$ cat config.mk
export PLATFORM = sky130hd
export DESIGN_NAME = paam_pipe_mult
export DESIGN_NICKNAME = d
export VERILOG_FILES = /design/src/rtl/paam_pkg.sv /design/src/rtl/paam_pp_row.sv /design/src/rtl/paam_pipe_mult.sv
export SDC_FILE = /design/constraint.sdc
export NUM_CORES = 1
export LEC_CHECK = 0
export BUFFER_PORTS_ARGS = -buffer_cell sky130_fd_sc_hd__buf_2
export CORE_MARGIN = 2
export CORE_UTILIZATION = 35
export CTS_CLUSTER_SIZE = 40
export DETAILED_ROUTE_END_ITERATION = 10
export PLACE_DENSITY_LB_ADDON = 0.08
export REMOVE_ABC_BUFFERS = 1
export SETUP_SLACK_MARGIN = 0.3
export SLEW_MARGIN = 5
export SYNTH_ARGS = -nofsm -noshare
export SYNTH_HDL_FRONTEND = slang
export SYNTH_SLANG_ARGS = --single-unit
$ cat constraint.sdc
create_clock -name clk -period 6.4 [get_ports clk]
set_input_delay 0.96 -clock clk [delete_from_list [all_inputs] [get_ports clk]]
set_output_delay 0.96 -clock clk [all_outputs]
set_load 0.01 [all_outputs]
$ cat src/rtl/paam_pkg.sv
// Shared helpers for the pipelined truncated approximate multiplier (PAAM).
// Optional exact-product mode is enabled with the PAAM_EXACT_MODE_EN macro.
package paam_pkg;

   // Partial product a[i]&b[j] survives truncation only above column k.
   function automatic logic keep_pp(int unsigned i, int unsigned j, int unsigned k);
      return (i + j) > k;
   endfunction

   // Bits [k:0] set, limited to w bits.
   function automatic logic [63:0] ones_mask(int unsigned k, int unsigned w);
      logic [63:0] m;
      m = '0;
      for (int unsigned b = 0; b < w && b < 64; b++) begin
         if (b <= k) m = m | (64'(1) << b);
      end
      return m;
   endfunction

   // Bit i set when a[i]&b[j] survives truncation.
   function automatic logic [63:0] keep_row_mask(int unsigned j, int unsigned k, int unsigned wa);
      logic [63:0] m;
      m = '0;
      for (int unsigned i = 0; i < wa && i < 64; i++) begin
         if (keep_pp(i, j, k)) m = m | (64'(1) << i);
      end
      return m;
   endfunction

   // First row reduced by stage s; leftover rows land in the last stage.
   function automatic int unsigned row_lo(int unsigned s, int unsigned wb, int unsigned lat);
      return s * (wb / lat);
   endfunction

   function automatic int unsigned row_hi(int unsigned s, int unsigned wb, int unsigned lat);
      return (s + 1 == lat) ? wb : (s + 1) * (wb / lat);
   endfunction

endpackage

$ cat src/rtl/paam_pp_row.sv
// One masked partial-product row a & {WA{b[J]}} added into a WA+WB accumulator.
// With PAAM_EXACT_MODE_EN, an exact input re-enables the truncated terms.
module paam_pp_row
   import paam_pkg::*;
#(
   parameter int unsigned WA = 8,
   parameter int unsigned WB = 6,
   parameter int unsigned K  = 5,
   parameter int unsigned J  = 0
) (
   input  logic [WA-1:0]    a,
   input  logic             b_bit,
`ifdef PAAM_EXACT_MODE_EN
   input  logic             exact,
`endif
   input  logic [WA+WB-1:0] acc_in,
   output logic [WA+WB-1:0] acc_out
);

   localparam int unsigned PW = WA + WB;
   localparam logic [63:0] KeepFull = keep_row_mask(J, K, WA);
   localparam logic [WA-1:0] Keep = KeepFull[WA-1:0];

   logic [WA-1:0] row;

   // Constant mask lets synthesis drop the truncated AND gates entirely.
`ifdef PAAM_EXACT_MODE_EN
   assign row = a & {WA{b_bit}} & (Keep | {WA{exact}});
`else
   assign row = a & {WA{b_bit}} & Keep;
`endif

   assign acc_out = acc_in + (PW'(row) << J);

endmodule

$ cat src/rtl/paam_pipe_mult.sv
// Pipelined PAAM multiplier with valid/ready flow control and a user tag.
// Define PAAM_EXACT_MODE_EN to add the in_exact port (per-op exact product).
module paam_pipe_mult
   import paam_pkg::*;
#(
   parameter int unsigned WA   = 8,
   parameter int unsigned WB   = 6,
   parameter int unsigned K    = 5,
   parameter int unsigned LAT  = 3,
   parameter int unsigned TAGW = 4
) (
   input  logic               clk,
   input  logic               rst_n,
   input  logic               in_valid,
   output logic               in_ready,
   input  logic [WA-1:0]      in_a,
   input  logic [WB-1:0]      in_b,
   input  logic [TAGW-1:0]    in_tag,
`ifdef PAAM_EXACT_MODE_EN
   input  logic               in_exact,
`endif
   output logic               out_valid,
   input  logic               out_ready,
   output logic [WA+WB-1:0]   out_p,
   output logic [TAGW-1:0]    out_tag
);

   localparam int unsigned PW = WA + WB;
   localparam logic [63:0] MaskFull = ones_mask(K, PW);
   localparam logic [PW-1:0] Mask = MaskFull[PW-1:0];

   logic [LAT-1:0]  valid_q;
   logic [LAT-1:0]  v_src;
   logic [LAT-1:0]  ld;
   logic            tail_full;
   logic [PW-1:0]   acc_q   [LAT];
   logic [PW-1:0]   acc_d   [LAT];
   logic [PW-1:0]   acc_src [LAT];
   logic [WA-1:0]   a_q     [LAT];
   logic [WA-1:0]   a_src   [LAT];
   logic [WB-1:0]   b_q     [LAT];
   logic [WB-1:0]   b_src   [LAT];
   logic [TAGW-1:0] tag_q   [LAT];
   logic [TAGW-1:0] tag_src [LAT];
`ifdef PAAM_EXACT_MODE_EN
   logic [LAT-1:0]  ex_q;
   logic [LAT-1:0]  ex_src;
`endif

   // Stage s loads when any stage from s to the output is empty or the consumer takes a result.
   always_comb begin
      ld        = '0;
      tail_full = 1'b1;
      for (int s = LAT - 1; s >= 0; s--) begin
         tail_full = tail_full & valid_q[s];
         ld[s]     = out_ready | ~tail_full;
      end
   end

   assign in_ready = ld[0];

   always_comb begin
      v_src[0]   = in_valid;
      acc_src[0] = '0;
      a_src[0]   = in_a;
      b_src[0]   = in_b;
      tag_src[0] = in_tag;
`ifdef PAAM_EXACT_MODE_EN
      ex_src[0]  = in_exact;
`endif
      for (int s = 1; s < LAT; s++) begin
         v_src[s]   = valid_q[s-1];
         acc_src[s] = acc_q[s-1];
         a_src[s]   = a_q[s-1];
         b_src[s]   = b_q[s-1];
         tag_src[s] = tag_q[s-1];
`ifdef PAAM_EXACT_MODE_EN
         ex_src[s]  = ex_q[s-1];
`endif
      end
   end

   for (genvar s = 0; s < LAT; s++) begin : g_stage
      localparam int unsigned Lo   = row_lo(s, WB, LAT);
      localparam int unsigned Hi   = row_hi(s, WB, LAT);
      localparam int unsigned Rows = Hi - Lo;

      logic [PW-1:0] part [Rows+1];

      assign part[0] = acc_src[s];

      for (genvar r = 0; r < Rows; r++) begin : g_row
         paam_pp_row #(
            .WA (WA),
            .WB (WB),
            .K  (K),
            .J  (Lo + r)
         ) u_row (
            .a       (a_src[s]),
            .b_bit   (b_src[s][Lo+r]),
`ifdef PAAM_EXACT_MODE_EN
            .exact   (ex_src[s]),
`endif
            .acc_in  (part[r]),
            .acc_out (part[r+1])
         );
      end

      if (s == LAT - 1) begin : g_last
`ifdef PAAM_EXACT_MODE_EN
         assign acc_d[s] = ex_src[s] ? part[Rows] : (part[Rows] | Mask);
`else
         assign acc_d[s] = part[Rows] | Mask;
`endif
      end else begin : g_mid
         assign acc_d[s] = part[Rows];
      end
   end

   always_ff @(posedge clk or negedge rst_n) begin
      if (!rst_n) begin
         valid_q <= '0;
`ifdef PAAM_EXACT_MODE_EN
         ex_q    <= '0;
`endif
         for (int s = 0; s < LAT; s++) begin
            acc_q[s] <= '0;
            a_q[s]   <= '0;
            b_q[s]   <= '0;
            tag_q[s] <= '0;
         end
      end else begin
         for (int s = 0; s < LAT; s++) begin
            if (ld[s]) begin
               valid_q[s] <= v_src[s];
               // Bubbles leave the data registers untouched.
               if (v_src[s]) begin
                  acc_q[s] <= acc_d[s];
                  a_q[s]   <= a_src[s];
                  b_q[s]   <= b_src[s];
                  tag_q[s] <= tag_src[s];
`ifdef PAAM_EXACT_MODE_EN
                  ex_q[s]  <= ex_src[s];
`endif
               end
            end
         end
      end
   end

   assign out_valid = valid_q[LAT-1];
   assign out_p     = acc_q[LAT-1];
   assign out_tag   = tag_q[LAT-1];

endmodule
== Yosys cells after proc, flatten, opt, wreduce, memory -nomap -nowiden ==
Index checks and enable logic that the tools add are counted.
Widths: inputs -> output; s select.

* Register bits after elaboration: 85
* Input bits: 22
* Output and inout port bits: 20
* Logic and storage cells: 35

* $add $sub $neg: 5
* Bitwise logic cells: 14
* Reductions and logical operators: 3

{| class="wikitable"
|+ Operators with widths
! cell !! count
|-
| $and 8x8->8 || 6
|-
| $add 14x10->14 || 1
|-
| $add 14x11->14 || 1
|-
| $add 14x12->14 || 1
|-
| $add 14x13->14 || 1
|-
| $add 8x9->10 || 1
|-
| $reduce_and 2->1 || 3
|-
| $not 1->1 || 3
|-
| $or 1x1->1 || 3
|-
| $and 1x1->1 || 2
|}

== Longest topological paths before layout ==
Gate-level depths: netlist of run 1.

* Depth in word-level cells: 5
* Gate-level depth with buffers: 10
* Gate-level depth less buffers: 10

== By module ==
From an unflattened synthesis of run 1, not the netlist that was laid out.

* Cells, all modules: 425
* Area total of the unflattened synthesis: 4,794.6 µm²

{| class="wikitable"
|+ By module, submodules not included
! module !! instances !! cells each !! area each (µm²) !! sequential area each (µm²)
|-
| paam_pipe_mult || 1 || 179 || 2,961.6 || 1,851.8
|-
| paam_pp_row at g_stage[2].g_row[1].u_row || 1 || 54 || 389.1 || 0.0
|-
| paam_pp_row at g_stage[2].g_row[0].u_row || 1 || 50 || 369.1 || 0.0
|-
| paam_pp_row at g_stage[1].g_row[1].u_row || 1 || 42 || 325.3 || 0.0
|-
| paam_pp_row at g_stage[1].g_row[0].u_row || 1 || 38 || 289.0 || 0.0
|-
| paam_pp_row at g_stage[0].g_row[1].u_row || 1 || 33 || 247.7 || 0.0
|-
| paam_pp_row at g_stage[0].g_row[0].u_row || 1 || 29 || 212.7 || 0.0
|}

== Worst setup path after synthesis of run 1 ==
Ideal clock, no wire load.

* Path type: register -> register
* Start: register b_q[10] in the netlist's numbering
* End: register acc_q, in the netlist out_p[13]
* Setup time: 0.086 ns
* Data arrival time: 2.213 ns
* Data required time: 6.314 ns
* Setup slack: 4.101 ns
* Stages on the path, launching flop included: 10
* Buffers on the path: 0
* Clock period less this slack: 2.299 ns
* Cells stage by stage: dfrtp_1 and2_1 fa_1 ha_1 inv_1 fa_1 nand2b_1 a21oi_1 a2111oi_0 nor3_1

* Cells in the longest elaborated chain, start to end: 3

{| class="wikitable"
|+ Ends and longest elaborated chain
! element !! line !! RTL
|-
| from (decl) || paam_pipe_mult.sv:41 || <nowiki>logic [WB-1:0] b_q [LAT];</nowiki>
|-
| from (signal, indexed assignment) || paam_pipe_mult.sv:140 || <nowiki>b_q[s] <= b_src[s];</nowiki>
|-
| $and 8x8->8 || paam_pp_row.sv:30 || <nowiki>assign row = a & {WA{b_bit}} & Keep;</nowiki>
|-
| $add 14x12->14 || paam_pp_row.sv:33 || <nowiki>assign acc_out = acc_in + (PW'(row) << J);</nowiki>
|-
| $add 14x13->14 || paam_pp_row.sv:33 ||
|-
| to (signal, indexed assignment) || paam_pipe_mult.sv:138 || <nowiki>acc_q[s] <= acc_d[s];</nowiki>
|-
| to (decl) || paam_pipe_mult.sv:36 || <nowiki>logic [PW-1:0] acc_q [LAT];</nowiki>
|}

Every way passes these cells.
A chain may end at the register's enable or synchronous reset.

== Worst setup path in the final report of run 1 ==
Same ends and word-level chain as after synthesis.

==> results of run 1 <==
## Yosys cell counts (6+ instances only)
master | instances | area share (%)
nand2_1 | 21 | 2.6
nand2b_1 | 6 | 1.2
a21oi_1 | 6 | 0.98
o21ai_1 | 7 | 1.1
ha_1 | 12 | 4.9
and2_1 | 20 | 4.1
mux2_1 | 6 | 2.2
buf_4 | 20 | 4.9
fa_1 | 13 | 8.5
inv_1 | 13 | 1.6
dfrtp_1 | 54 | 44
mux2_4 | 26 | 13
## metal layers
metal | part of all wire [%] | vias up
met5 | 0 | -
met4 | 1.4 | 0
met3 | 3.5 | 7
met2 | 47 | 27
met1 | 48 | 791
li1 | - | 830
## cell families after synthesis
kind of cell	Yosys count	share of synthesized area, %
AOI/OAI and AO/OA	23	4.30
xor gates and xnor gates	7	2.00
adders and majority gates	25	13.4
buffers and inverters	37	8.67
DFF	54	44.2
muxes	36	16.4
and+or+nand+nor	59	11.0
## worst min-delay path by stage
stage,slack (ns),end,from,cells past startpoint
2_1_floorplan,0.45,acc_q[20],acc_q[20],2
3_3_place_gp,0.46,out_p[8],out_p[8],2
3_5_place_dp,0.47,acc_q[20],acc_q[20],2
4_1_cts,0.49,acc_q[20],acc_q[20],2
5_1_grt,0.51,acc_q[20],acc_q[20],2
6_report,0.48,out_p[9],out_p[9],2
## registers in the layout (all words and copies together), names as in the netlist
register,flops
out_tag,4
b_q,6
a_q,14
valid_q,3
out_p,9
acc_q,10
tag_q,8
## worst max-delay path: cells and delay by family, from the launching register on
| kind | cells | cell delay, ns |
|---|---|---|
| compound gates | 2 | 0.34 |
| fa+ha+maj | 3 | 1.06 |
| buf+inv | 1 | 0.05 |
| flops | 1 | 0.46 |
| simple gates | 3 | 0.56 |
## power by group
group | total (uW) | internal (uW) | switching [uW]
Sequential | 500 | 436 | 64.2
Combinational | 487 | 251 | 236
Clock | 195 | 87.6 | 108
## cell type report
| cell class | instances | area (um^2) |
|---|---|---|
| fillers | 875 | 5320 |
| inverters | 13 | 48.8 |
| repair buffers | 41 | 208 |
| flip-flops and latches | 54 | 1350 |
| multi-input cells | 150 | 1440 |
| well taps | 108 | 135 |
| clock buffers | 7 | 86.3 |
| clock inverters | 1 | 5.00 |
## metrics by stage
stage / worst slack, ns / instances / power [uW]
global placement: 3.86 / 366 / 1000
global route: 3.69 / 374 / 1310
floorplan: 4.09 / 217 / 880
finish: 3.85 / 374 / 1180
CTS: 3.81 / 374 / 1210
detailed placement: 3.83 / 366 / 1010
==> results.md, run 1 <==
- Fin crit share: between 30 and 40%
- Initial antenna violation count: 0
- Largest net degree at the start of global routing: 55
- Core area: approximately 0.0086 mm^2
- Number of hold violations in the final report: 0
- Crit path launch: b_q[10]
- GR met2 Demand/Resource: 16.4%
- Worst EP required: around 6.6 ns
- Crit path kind: flip-flop to flip-flop
- Worst endpoint data arrival time: 2.77 ns
- CTS tree: done
- Synthesized cell area: between 0.003 and 0.004 mm^2
- CTS sink count: 54
- Area Overhead vs Synth: 7.12%
- GRT met3 Usage: 2.37%
- Max stage delay on crit path: ~0.5 ns
- Vias per cell: 4.43
- Seq/Total Area, Yosys: 44.2%
- Final Slew Violations: 0
- Reg2reg start: b_q[10]
- Post_cts resized: 0
- Worst-path clk slew: 0.09 ns
- WL/cell: 12.1 um
- Grt peak-use layer: met2
- Met1 usage: between 10% and 20%
- Crit path capture: out_p[13]
- Hold-fix buffers, CTS: 0
- Main flop type after synthesis: dfrtp_1
- Via Count: between 1500 and 2000
- # DRC: 0
- Pre-antenna DRT Iters: 4
- Yosys reg bits: 54
- Synth warnings: 0
- Die ar.: about 0.0095 mm^2
- Number of global-route vias before repair: ~1800
- Total gr overflow: 0
- Top cell by count, worst path: fa_1
- DPL Wire Length: ~3400 um
- WHS: roughly 0.48 ns
- Routability cong.: around 0.65
- Routed Antenna Nets: 0
- Cts bufs inserted: 5
- Chip height: ~97 um
- Setup Skew: 0.00499 ns
- Placed cell area: 0.00318 mm^2
- Leak: ~0.0016 uW
- Total negative slack: 0 ns
- Setup bufs post-CTS: 0
- Pin slew with the least headroom to its limit: between 0.6 and 0.7 ns
- Post-synth EDFFs: 0
- R2R cell count: 9
- Clock period minus worst slack: 2.55 ns
- Most common cell after layout, fill and taps aside: dfrtp_1
- Starting density of the core: between 30% and 40%
- Share of cells above drive strength 1: approximately 31%
- Num rows: 34
- Unique cell type count in the Yosys netlist: 30
- Startpoint Class: flip-flop
- # setup viols final: 0
- PwrDens: 361 mW/mm^2
- FMAX: between 300 and 400 MHz
- WL final: between 4000 and 5000 um
- Mean Syn Cell Area: roughly 13 um^2
- Clock latency on the worst-skew pair: roughly 0.30 ns
- GRT Util Overall: 10.3%
- H-tree depth: 2
- IO buf count: 40
- Die X-Extent: between 90 and 100 um
- Headroom to the max-slew limit: between 50% and 60%
- Global-route wire length before repair: 8090 um
- Initial DRC Count: 29
- CP max stage cell: fa_1
- CP Capture Type: flip-flop
- Unrepaired setup endpoints after global routing: false
- Peak ir drop on the vdd network: 103 uV
- Reg2Reg Setup Slack: 3.85 ns
- Most frequent cells in the layout: dfrtp_1, buf_2, mux2_4
- CTS Buffer Depth: 2
- Layout Utilization: roughly two fifths
- Layout Nets: about 310
- ANT cells: 0
- Status: finished, final reports clean
- Async SR Flop Fraction: between 90% and 100%
- Mapped Cells: between 200 and 250
- Root Buffer: clkbuf_8
- I/O pin cnt: 42
- Cell Chain, Critical Path: and2_1 > fa_1 > ha_1 > inv_1 > fa_1 > nand2b_1 > a21oi_1 > a2111oi_0 > nor3_1
- MaxCap Viol Count: 0
- HP Class: flip-flop to flip-flop
- Final instance area: roughly 0.0033 mm^2
- Crit-path max FO: 7
- Worst R2R End: out_p[13]
No activity file was read; power rests on OpenSTA's default activity.
==> inputs of run 2 (changes only) <==
==> constraint.sdc (replaced) <==
create_clock -name clk -period 2.65 [get_ports clk]
set_input_delay 0.3975 -clock clk [delete_from_list [all_inputs] [get_ports clk]]
set_output_delay 0.3975 -clock clk [all_outputs]
set_load 0.01 [all_outputs]
==> results.md, run 2 (same netlist as run 1, synthesis figures left out) <==
- Status: finished, final reports clean
- Crit path kind: flip-flop to flip-flop
- CP Capture Type: flip-flop
- I/O pin cnt: 42 (unchanged)
- MaxCap Viol Count: 0 (unchanged)
- Final Total Pwr: 3050 uW (+160%)
- Routability cong.: 0.718 (+11%)
- # DRC: 0 (unchanged)
- Worst EP required: 2.88 ns (-3.75 ns)
- Placed cell area: 0.00319 mm^2 (+0.24%)
- Layout Nets: 321 (+2.9%)
- Most frequent cells in the layout: dfrtp_1, buf_2, mux2_4
- Cell Chain, Critical Path: and2_4 > fa_1 > ha_2 > inv_1 > fa_2 > nand2b_4 > a21oi_4 > a2111oi_2 > nor3_1
- FMAX: 437 MHz (+11%)
- Vias per cell: 4.51 (+2.0%)
- Total gr overflow: 0 (unchanged)
- Worst-path clk slew: 0.10 ns (about the same)
- Final WS setup: 0.363 ns (-3.49 ns)
- Largest net degree at the start of global routing: 55 (unchanged)
- Leak: 0.00163 uW (+3.5%)
- Number of hold violations in the final report: 0 (unchanged)
- Pre-CTS WS: 0.107 ns (-3.72 ns)
- Global-route wire length before repair: 8160 um (+0.85%)
- Startpoint Class: flip-flop
- ANT cells: 0 (unchanged)
- Headroom to the max-slew limit: 55.0% (+1.3 points)
- CP max stage cell: fa_1
- Routed Antenna Nets: 0 (unchanged)
- Pin slew with the least headroom to its limit: 0.674 ns (-0.0179 ns)
- Via Count: 1729 (+4.5%)
- Num rows: 34 (unchanged)
- Max stage delay on crit path: 0.50 ns (about the same)
- Share of cells above drive strength 1: 37.8% (+7.0 points)
- Core area: 0.00859 mm^2 (unchanged)
- Starting density of the core: 35.6% (unchanged)
- Worst endpoint data arrival time: 2.51 ns (-0.26 ns)
- Peak ir drop on the vdd network: 279 uV (+170%)
- H-tree depth: 2 (unchanged)
- DPL Wire Length: 3400 um (+0.71%)
- IO buf count: 40 (unchanged)
- Setup Skew: 0.00812 ns (+0.00313 ns)
- Number of global-route vias before repair: 1776 (+1.3%)
- HP Class: primary input to async pin
- WL/cell: 12.0 um (-0.88%)
- Crit-path max FO: 4 (-3)
- WL final: 4590 um (+1.5%)
- Fillcell total: 882 (+0.80%)
- Area Overhead vs Synth: 11.0%
- Final Slew Violations: 0 (unchanged)
- Clock latency on the worst-skew pair: 0.30 ns (about the same)
- # setup viols final: 0 (unchanged)
- Initial DRC Count: 60 (+110%)
- PwrDens: 899 mW/mm^2 (+150%)
- Largest register FFs: 14 (unchanged)
- Clock period minus worst slack: 2.29 ns (-0.258 ns)
- Unrepaired setup endpoints after global routing: true
- Chip height: 97.5 um (unchanged)
- Final instance area: 0.00339 mm^2 (+3.6%)
- Pre-antenna DRT Iters: 3 (-1)
- Hold-fix buffers, CTS: 0 (unchanged)
- CTS Buffer Depth: 2 (unchanged)
- Fin crit share: 86.3% (+47 points)
- Cts bufs inserted: 5 (unchanged)
- Most common cell after layout, fill and taps aside: dfrtp_1
- Root Buffer: clkbuf_8
- Register with the most flip-flops: a_q
- CP top delay family: adder cells
- CTS tree: done
- Critical path buffer and inverter count: 1 (unchanged)
- Die ar.: 0.00950 mm^2 (unchanged)
- CTS sink count: 54 (unchanged)
- Initial antenna violation count: 0 (unchanged)
- GRT Util Overall: 10.5% (+0.19 points)
- Total negative slack: 0 ns (unchanged)
- Die X-Extent: 97.5 um (unchanged)
[run 2: cell types whose count changed in the layout (fill, tap and decap cells not counted), moves of 2 or more]
| cell | previous run | this run |
|---|---|---|
| buf_4 | 1 | 10 |
| dfrtp_1 | 54 | 51 |
| dfrtp_2 | 0 | 3 |
| fa_1 | 13 | 11 |
| fa_2 | 0 | 2 |
[run 2: layer usage]
metal  track usage [%]  up-vias  part of all wire [%]
li1                  -      844                     -
met1              14.1      851                    48
met2              16.7       27                    47
met3              2.23        7                   3.2
met4              3.85        0                   1.7
met5                 0        -                     0
[run 2: area by class of cell]
type | instances | area (um^2) | area share [%]
Sequential cell | 54 | 1360 | 39.9
Clock inverter | 1 | 5.00 | 0.147
Tap cell | 108 | 135 | 3.98
Timing Repair Buffer | 50 | 275 | 8.11
Multi-Input combinational cell | 150 | 1490 | 43.9
Inverter | 13 | 48.8 | 1.44
Clock buffer | 7 | 86.3 | 2.54
[run 2: what timing repair did]
action | in CTS | in global routing
endpoints found under the setup margin | 2 | 4
buffers inserted | 4 | 4
pin swaps | 2 | 4
endpoints found under the hold margin | 0 | 0
resized for setup | 6 | 9
gates cloned | 0 | 0
[run 2: metrics by stage]
step / hold slack [ns] / std cells / util (%)
finish: 0.193 / 383 / 39.5
global route: 0.268 / 383 / 39.5
CTS: 0.239 / 379 / 38.7
detailed placement: 0.470 / 367 / 37.1
global placement: 0.462 / 367 / 37.1
floorplan: 0.102 / 217 / -
[run 2: path summary, 6_finish.rpt]
path | startpoint | endpoint | slack [ns] | depth (start not counted)
worst max-delay path | b_q[10] | out_p[13] | 0.36 | 9
worst min-delay path | rst_n | tag_q[5] | 0.19 | 2
worst max register to register | b_q[10] | out_p[13] | 0.36 | 9
worst min register to register | out_p[9] | out_p[9] | 0.48 | 2
max in group asynchronous | rst_n | b_q[15] | 1.95 | 2
min in group clk | in_tag[3] | tag_q[11] | 0.31 | 2
[run 2: power by group]
group          internal [uW]  switching (uW)  total (uW)
clock                    212             263         475
combinational            708             663        1370
sequential              1050             150        1200
